<file path="src/rtl/ftdi_tx_writer_if.sv">
// FIFO-side and FTDI-pin signals of the FT232H synchronous 245-FIFO transmit path.
// master: the writer; slave: the source FIFO / pins / testbench.
interface ftdi_tx_writer_if;
  logic        fifo_empty;
  logic [15:0] fifo_q;
  logic        fifo_rdreq;
  logic        ftxe_n;
  logic        fwr_n;
  logic [7:0]  fd_out;
  logic        fd_oe;
  logic        fsiwu_n;

  modport master (
    input  fifo_empty, fifo_q, ftxe_n,
    output fifo_rdreq, fwr_n, fd_out, fd_oe, fsiwu_n
  );

  modport slave (
    output fifo_empty, fifo_q, ftxe_n,
    input  fifo_rdreq, fwr_n, fd_out, fd_oe, fsiwu_n
  );
endinterface

</file>
<file path="src/rtl/ftdi_tx_writer.sv">
// FT232H 245-FIFO transmit: drains 16-bit words from the SDRAM readback FIFO as bytes on FU_D.
// Optional send-immediate (SIWU#) pulse after idle is built only with `define FTDI_TX_SIWU_EN.
module ftdi_tx_writer #(
  parameter bit          LSB_FIRST = 1'b1,
  parameter int unsigned SIWU_IDLE = 16
) (
  input  logic                clk,
  input  logic                rst,
  input  logic                enable,
  ftdi_tx_writer_if.master    bus,
  output logic                busy,
  output logic [31:0]         bytes_sent
);

  logic [15:0] cur_q, cur_d, nxt_q, nxt_d;
  logic        cur_valid_q, cur_valid_d;
  logic        nxt_valid_q, nxt_valid_d;
  logic        bidx_q, bidx_d;
  logic        rd_inflight_q;
  logic        fwr_n_q, fwr_n_d;
  logic [7:0]  fd_out_q, fd_out_d;
  logic [31:0] bytes_sent_q, bytes_sent_d;
  logic        rdreq, accept, emptying;

  // A read is only issued when nxt is free and nothing is in flight, so the returning word
  // always has a slot. Gated by rst so the strobe is quiet while held in reset.
  assign rdreq    = ~rst & enable & ~bus.fifo_empty & ~rd_inflight_q & ~nxt_valid_q;
  assign accept   = ~fwr_n_q & ~bus.ftxe_n & cur_valid_q;
  assign emptying = accept & bidx_q;

  always_comb begin
    cur_d        = cur_q;
    cur_valid_d  = cur_valid_q;
    nxt_d        = nxt_q;
    nxt_valid_d  = nxt_valid_q;
    bidx_d       = bidx_q;
    bytes_sent_d = bytes_sent_q;

    if (accept) begin
      bytes_sent_d = bytes_sent_q + 32'd1;
      bidx_d       = ~bidx_q;
    end

    if (emptying) begin
      if (nxt_valid_q) begin
        cur_d = nxt_q;
      end
      cur_valid_d = nxt_valid_q;
      nxt_valid_d = 1'b0;
    end

    if (rd_inflight_q) begin
      if (!cur_valid_d) begin
        cur_d       = bus.fifo_q;
        cur_valid_d = 1'b1;
        bidx_d      = 1'b0;
      end else begin
        nxt_d       = bus.fifo_q;
        nxt_valid_d = 1'b1;
      end
    end

    // Post-update occupancy, so WR# never strobes past the end of the last held word.
    fwr_n_d  = ~(cur_valid_d & ~bus.ftxe_n);
    fd_out_d = (bidx_d ^ ~LSB_FIRST) ? cur_d[15:8] : cur_d[7:0];
  end

  always_ff @(posedge clk or posedge rst) begin
    if (rst) begin
      cur_q         <= '0;
      cur_valid_q   <= 1'b0;
      nxt_q         <= '0;
      nxt_valid_q   <= 1'b0;
      bidx_q        <= 1'b0;
      rd_inflight_q <= 1'b0;
      fwr_n_q       <= 1'b1;
      fd_out_q      <= '0;
      bytes_sent_q  <= '0;
    end else begin
      cur_q         <= cur_d;
      cur_valid_q   <= cur_valid_d;
      nxt_q         <= nxt_d;
      nxt_valid_q   <= nxt_valid_d;
      bidx_q        <= bidx_d;
      rd_inflight_q <= rdreq;
      fwr_n_q       <= fwr_n_d;
      fd_out_q      <= fd_out_d;
      bytes_sent_q  <= bytes_sent_d;
    end
  end

  assign bus.fifo_rdreq = rdreq;
  assign bus.fwr_n      = fwr_n_q;
  assign bus.fd_out     = fd_out_q;
  assign bus.fd_oe      = cur_valid_q;
  assign busy           = cur_valid_q | nxt_valid_q | rd_inflight_q;
  assign bytes_sent     = bytes_sent_q;

`ifdef FTDI_TX_SIWU_EN
  localparam int unsigned IdleW = $clog2(SIWU_IDLE + 1);

  logic [IdleW-1:0] idle_cnt_q;
  logic             armed_q;
  logic             fsiwu_n_q;

  // Armed by any accepted byte; one SIWU# pulse after SIWU_IDLE consecutive idle cycles.
  always_ff @(posedge clk or posedge rst) begin
    if (rst) begin
      idle_cnt_q <= '0;
      armed_q    <= 1'b0;
      fsiwu_n_q  <= 1'b1;
    end else begin
      fsiwu_n_q <= 1'b1;
      if (accept) begin
        armed_q    <= 1'b1;
        idle_cnt_q <= '0;
      end else if (busy) begin
        idle_cnt_q <= '0;
      end else if (armed_q) begin
        if (idle_cnt_q == IdleW'(SIWU_IDLE - 1)) begin
          fsiwu_n_q  <= 1'b0;
          armed_q    <= 1'b0;
          idle_cnt_q <= '0;
        end else begin
          idle_cnt_q <= idle_cnt_q + 1'b1;
        end
      end
    end
  end

  assign bus.fsiwu_n = fsiwu_n_q;
`else
  // SIWU_IDLE only sizes the idle counter, which is not built here.
  assign bus.fsiwu_n = 1'b1 | (SIWU_IDLE == 0);
`endif

endmodule

</file>
<file path="src/flat_wrapper.sv">
// flat-port wrapper written by rule: the top's interface ports become plain ports
module ftdi_tx_writer_flat 
#(
  parameter bit          LSB_FIRST = 1'b1,
  parameter int unsigned SIWU_IDLE = 16
)
  (clk, rst, enable, busy, bytes_sent, bus_fifo_empty, bus_fifo_q, bus_ftxe_n, bus_fifo_rdreq, bus_fwr_n, bus_fd_out, bus_fd_oe, bus_fsiwu_n);
  ftdi_tx_writer_if bus_i ();
  input  logic clk;
  input  logic rst;
  input  logic enable;
  output logic busy;
  output logic [31:0] bytes_sent;
  input wire logic [$bits(bus_i.fifo_empty)-1:0] bus_fifo_empty;
  input wire logic [$bits(bus_i.fifo_q)-1:0] bus_fifo_q;
  input wire logic [$bits(bus_i.ftxe_n)-1:0] bus_ftxe_n;
  output wire logic [$bits(bus_i.fifo_rdreq)-1:0] bus_fifo_rdreq;
  output wire logic [$bits(bus_i.fwr_n)-1:0] bus_fwr_n;
  output wire logic [$bits(bus_i.fd_out)-1:0] bus_fd_out;
  output wire logic [$bits(bus_i.fd_oe)-1:0] bus_fd_oe;
  output wire logic [$bits(bus_i.fsiwu_n)-1:0] bus_fsiwu_n;
  assign bus_i.fifo_empty = bus_fifo_empty;
  assign bus_i.fifo_q = bus_fifo_q;
  assign bus_i.ftxe_n = bus_ftxe_n;
  assign bus_fifo_rdreq = bus_i.fifo_rdreq;
  assign bus_fwr_n = bus_i.fwr_n;
  assign bus_fd_out = bus_i.fd_out;
  assign bus_fd_oe = bus_i.fd_oe;
  assign bus_fsiwu_n = bus_i.fsiwu_n;
  ftdi_tx_writer #(.LSB_FIRST(LSB_FIRST), .SIWU_IDLE(SIWU_IDLE)) u_core (.clk(clk), .rst(rst), .enable(enable), .bus(bus_i), .busy(busy), .bytes_sent(bytes_sent));
endmodule
</file>
<file path="config.mk">
export PLATFORM = sky130hd
export DESIGN_NAME = ftdi_tx_writer_flat
export DESIGN_NICKNAME = d
export VERILOG_FILES = /design/src/rtl/ftdi_tx_writer_if.sv /design/src/rtl/ftdi_tx_writer.sv /design/src/flat_wrapper.sv
export SDC_FILE = /design/constraint.sdc
export NUM_CORES = 1
export LEC_CHECK = 0
export ABC_AREA = 1
export CELL_PAD_IN_SITES_DETAIL_PLACEMENT = 0
export CELL_PAD_IN_SITES_GLOBAL_PLACEMENT = 2
export CORE_MARGIN = 4
export CORE_UTILIZATION = 29
export DETAILED_ROUTE_END_ITERATION = 16
export PLACE_DENSITY_LB_ADDON = 0.15
export SETUP_SLACK_MARGIN = 0.4
export SYNTH_ARGS = -nofsm -noshare
export SYNTH_HDL_FRONTEND = slang
export SYNTH_SLANG_ARGS = --single-unit
</file>
<file path="constraint.sdc">
create_clock -name clk -period 3.4 [get_ports clk]
set_input_delay 0.68 -clock clk [delete_from_list [all_inputs] [get_ports clk]]
set_output_delay 0.68 -clock clk [all_outputs]
set_load 0.02 [all_outputs]
</file>
After elaboration in Yosys (flattened, before gate mapping)
Index checks and enable logic that the tools add are counted.
{"block": "op_classes", "addsub": 1, "muxes": 13, "bitwise": 18, "n_reduce_logical": 1}
{"cell": "$mux 16", "count": 4}
{"cell": "$add 32x1->32 const B", "count": 1}
{"cell": "$and 1x1->1", "count": 8}
{"cell": "$mux 1", "count": 8}
{"cell": "$mux 8", "count": 1}
{"cell": "$not 1->1", "count": 8}
{"cell": "$or 1x1->1", "count": 2}
{"cell": "$reduce_and 2->1", "count": 1}
{"block": "word_totals", "reg_bits": 77, "in_bits": 21, "out_inout_bits": 45, "elab_cells": 42}

Longest topological paths before layout
{"block": "depth", "ltp_word": 8, "depth_mapped": 15, "ltp_nobuf": 13}

Worst setup path before layout
No wires, ideal clock.
{"block": "synth_path", "kind": "in2out", "from": "input rst", "to": "output bus_fifo_rdreq", "arrival_time_ns": 2.993, "required_ns": 2.720, "setup_slack_ns": -0.273, "stages": 3, "path_buffers": 0, "path_cell_list": "inv_1 nand2_1 nor3_1"}
{"block": "synth_via", "elab_chain_len": 5}
{"element": "start: declaration", "line_no": "flat_wrapper.sv:10", "rtl": "input logic rst;"}
{"element": "$not 1->1", "line_no": "ftdi_tx_writer.sv:27", "rtl": "assign rdreq = ~rst & enable & ~bus.fifo_empty & ~rd_inflight_q & ~nxt_valid_q;"}
{"element": "$and 1x1->1 (4 in series)", "line_no": "ftdi_tx_writer.sv:27"}
{"element": "end: declaration", "line_no": "flat_wrapper.sv:17", "rtl": "output wire logic [$bits(bus_i.fifo_rdreq)-1:0] bus_fifo_rdreq;"}
Every way passes these cells.

Worst setup path in the final report
{"block": "layout_path", "from": "register u_core.nxt_valid_q", "to": "output busy"}
{"block": "layout_via", "elab_chain_len": 2}
{"element": "start: declaration", "line_no": "ftdi_tx_writer.sv:17", "rtl": "logic nxt_valid_q, nxt_valid_d;"}
{"element": "start signal: assignment", "line_no": "ftdi_tx_writer.sv:83", "rtl": "nxt_valid_q <= nxt_valid_d;"}
{"element": "$or 1x1->1 (2 in series)", "line_no": "ftdi_tx_writer.sv:96", "rtl": "assign busy = cur_valid_q | nxt_valid_q | rd_inflight_q;"}
{"element": "end: declaration", "line_no": "flat_wrapper.sv:12", "rtl": "output logic busy;"}
Every way passes these cells.

==> results.json <==
{
  "top_layer": "met4",
  "vias_per_cell": 4.31,
  "place_congestion": 0.717,
  "wl_met3_um": 445,
  "synth_commonest_cells": "nand2_1, dfrtp_1, inv_1, nor2_1, o21ai_0",
  "cp.arrival_ps": 1950,
  "syn_area_um2": 3940,
  "run_status": "completed",
  "clk_path_buf_depth": 2,
  "crit_chain": "nor2_1 > inv_1 > or2_2 > clkdlybuf4s50_1",
  "cp_slowest_cell": "dfrtp_1",
  "postRouteAntennaNets": 0,
  "maxCapViolations": 0,
  "cts_tree": "built",
  "dpl.hpwl_mm": 6.92,
  "period_needed_ps": 2630,
  "chipHeight_um": 125,
  "yosysMostFrequentCell": "nand2_1",
  "ir_worst_vdd_mv": 0.424,
  "drt_iter0_drc": 125,
  "grt_max_degree": 40,
  "worst_pin_slew_ps": 549,
  "critPathLaunchType": "flop",
  "crit_path_end_kind": "output port",
  "worst_ep_required_time_ps": 2720,
  "io_buffers": 64,
  "grt_pass1_wl_mm": 16.5,
  "min_path_type": "flop to flop",
  "seqCellArea_um2": 1930,
  "p_leak_nw": 2.34,
  "fp.dieW_um": 125,
  "synthXorXnorAreaFrac": 0.0308,
  "clk_pin_slew_ps": 60,
  "fmax_ghz": 0.380,
  "ios": 66,
  "fillers": 1373,
  "rsz0062_at_grt": "false",
  "cp_slowest_stage_delay_ps": 580,
  "cts_buffers": 9,
  "syn_inst": 464,
  "final-max-slew-violation-count": 0,
  "cts.sinks": 77,
  "rows": 42,
  "initial_core_util": 0.297,
  "period_share": 0.775,
  "p_per_area_nw_per_um2": 678,
  "ys_warn_count": 0,
  "fin_skew_ps": 5.61,
  "path_class": "flop to output port",
  "dp_slack_ps": 526,
  "core_um2": 13300,
  "met1_length_mm": 4.24,
  "drt-total-wl_mm": 9.57,
  "ys_types": 34,
  "n_antenna_cell": 0,
  "drc_errors": 0,
  "synth_top_area_share": 0.482,
  "synth.area.top_cells": "dfrtp_1, nand2_1, inv_1, nor2_1, nor2_4",
  "synth_edf_count": 0,
  "synthMuxAreaShare": 0.0143,
  "vias": 3079,
  "die_area_um2": 15500,
  "final_cells": 714,
  "yosysTopAreaCell": "dfrtp_1",
  "gr-total-overflow": 0,
  "wl_per_cell_um": 13.4,
  "setup_violations": 0,
  "synthArstFlopShare": 1.00,
  "synth_nets": 488,
  "nets": 557,
  "grt_pass1_vias": 3228,
  "max_slew_margin": 0.634,
  "cts-root-buf": "clkbuf_16",
  "clk_latency_ps": 340,
  "drive_gt1_frac": 0.134,
  "cts_setup_buffers": 0,
  "hold_violations": 0,
  "synth_compound_area_frac": 0.0555,
  "grt_usage": 0.134,
  "avgSynthCellArea_um2": 8.50,
  "cp_max_fo": 14,
  "synth-simple-area-share": 0.332,
  "cts-htree-levels": 3,
  "dr_wl_met2_mm": 4.73,
  "tns_ps": 0,
  "dp_cells": 698,
  "yosysSeqAreaShare": 0.489,
  "synth_adder_area_share": 0.00952,
  "synth_top_family_by_area": "simple AND/OR/NAND/NOR gates",
  "area_growth_pct": 28.9,
  "multi_input_area_um2": 1750,
  "fin_ws_ps": 766,
  "firstDrtPassIters": 4,
  "synth_seq_cells": 77,
  "synth_ff_type": "dfrtp_1",
  "antenna_found_initial": 0
}
## through the flow
stage          total power [mW]  hold WS (ps)  utilization  cell area (µm²)
2_1_floorplan              2.06           449            -             3950
3_3_place_gp               2.41           466        0.357             4750
3_5_place_dp               2.42           473        0.357             4750
4_1_cts                    3.51           488        0.382             5080
5_1_grt                    3.70           505        0.382             5080
6_report                   3.44           481        0.382             5080
## state kept, by name (all words and copies together), names as in the netlist, 8 cells and up
| signal | count |
|---|---|
| u_core.bytes_sent | 32 |
| u_core.bus.fd_out | 8 |
| u_core.cur_q | 16 |
| u_core.nxt_q | 16 |
## logic make-up after synthesis
kind of cell             Yosys count
buffers and inverters             56
multiplexers                       5
adder cells (fa/ha/maj)            3
other                              1
AO/OA/AOI/OAI                     37
AND/OR/NAND/NOR                  272
XOR/XNOR                          13
flip-flops                        77
## power by group
group	internal (mW)	leakage, nW	switching (mW)
sequential	1.20	0.981	0.169
combinational	0.426	1.21	0.584
clock	0.684	0.156	0.379
## what timing repair did
action,CTS,global route
setup endpoints to repair,0,1
gates resized for setup,0,1
hold buffers,0,0
## metal layers
layer	GRT usage	up-vias
li1	-	1586
met1	0.161	1423
met2	0.224	60
met3	0.0476	10
met4	0.0451	0
met5	0	-
## layout by cell type, fill, tap and decap left out, types with 2 or more instances in the layout
cell             count
nand2_1            164
dfrtp_1             76
clkdlybuf4s50_1     63
inv_1               42
nor2_1              34
o21ai_0             20
nand3_1             19
nand2_2             11
nand3b_1            11
nor2_4              10
o21ai_2              9
clkbuf_16            9
o21ai_1              7
xor2_1               6
xnor2_1              6
nand4_1              6
nor2_2               5
mux2_2               5
buf_4                5
nor3_1               4
nand3_4              3
ha_1                 3
nand3_2              2
inv_4                2
clkinvlp_4           2
clkbuf_1             2
clkbuf_8             2
bufinv_16            2
## critical path: cells and delay by family, from the launching register on
kind	cells	cell delay (ps)
AND/OR/NAND/NOR	2	440
flip-flops	1	580
buffers and inverters	2	600
## path summary, 6_finish.rpt
check                                   startpoint  cells after the start  slack (ps)              endpoint
worst min-delay path               u_core.nxt_q[8]                      2         480       u_core.nxt_q[8]
min in group asynchronous                      rst                      3         870  u_core.bus.fd_out[6]
worst max register to register    u_core.bus.fwr_n                     13        1210  u_core.bus.fd_out[6]
worst min register to register     u_core.nxt_q[8]                      2         480       u_core.nxt_q[8]
worst max-delay path            u_core.nxt_valid_q                      4         770                  busy
max in group asynchronous                      rst                      4        1590  u_core.bytes_sent[9]
## final cells by class
| type | instances | area share |
|---|---|---|
| Clock buffer | 13 | 0.0512 |
| Clock inverter | 3 | 0.0133 |
| Inverter | 45 | 0.0350 |
| Multi-Input combinational cell | 331 | 0.344 |
| Sequential cell | 77 | 0.379 |
| Tap cell | 176 | 0.0433 |
| Timing Repair Buffer | 69 | 0.134 |
Power figures use the tool's default switching activity.
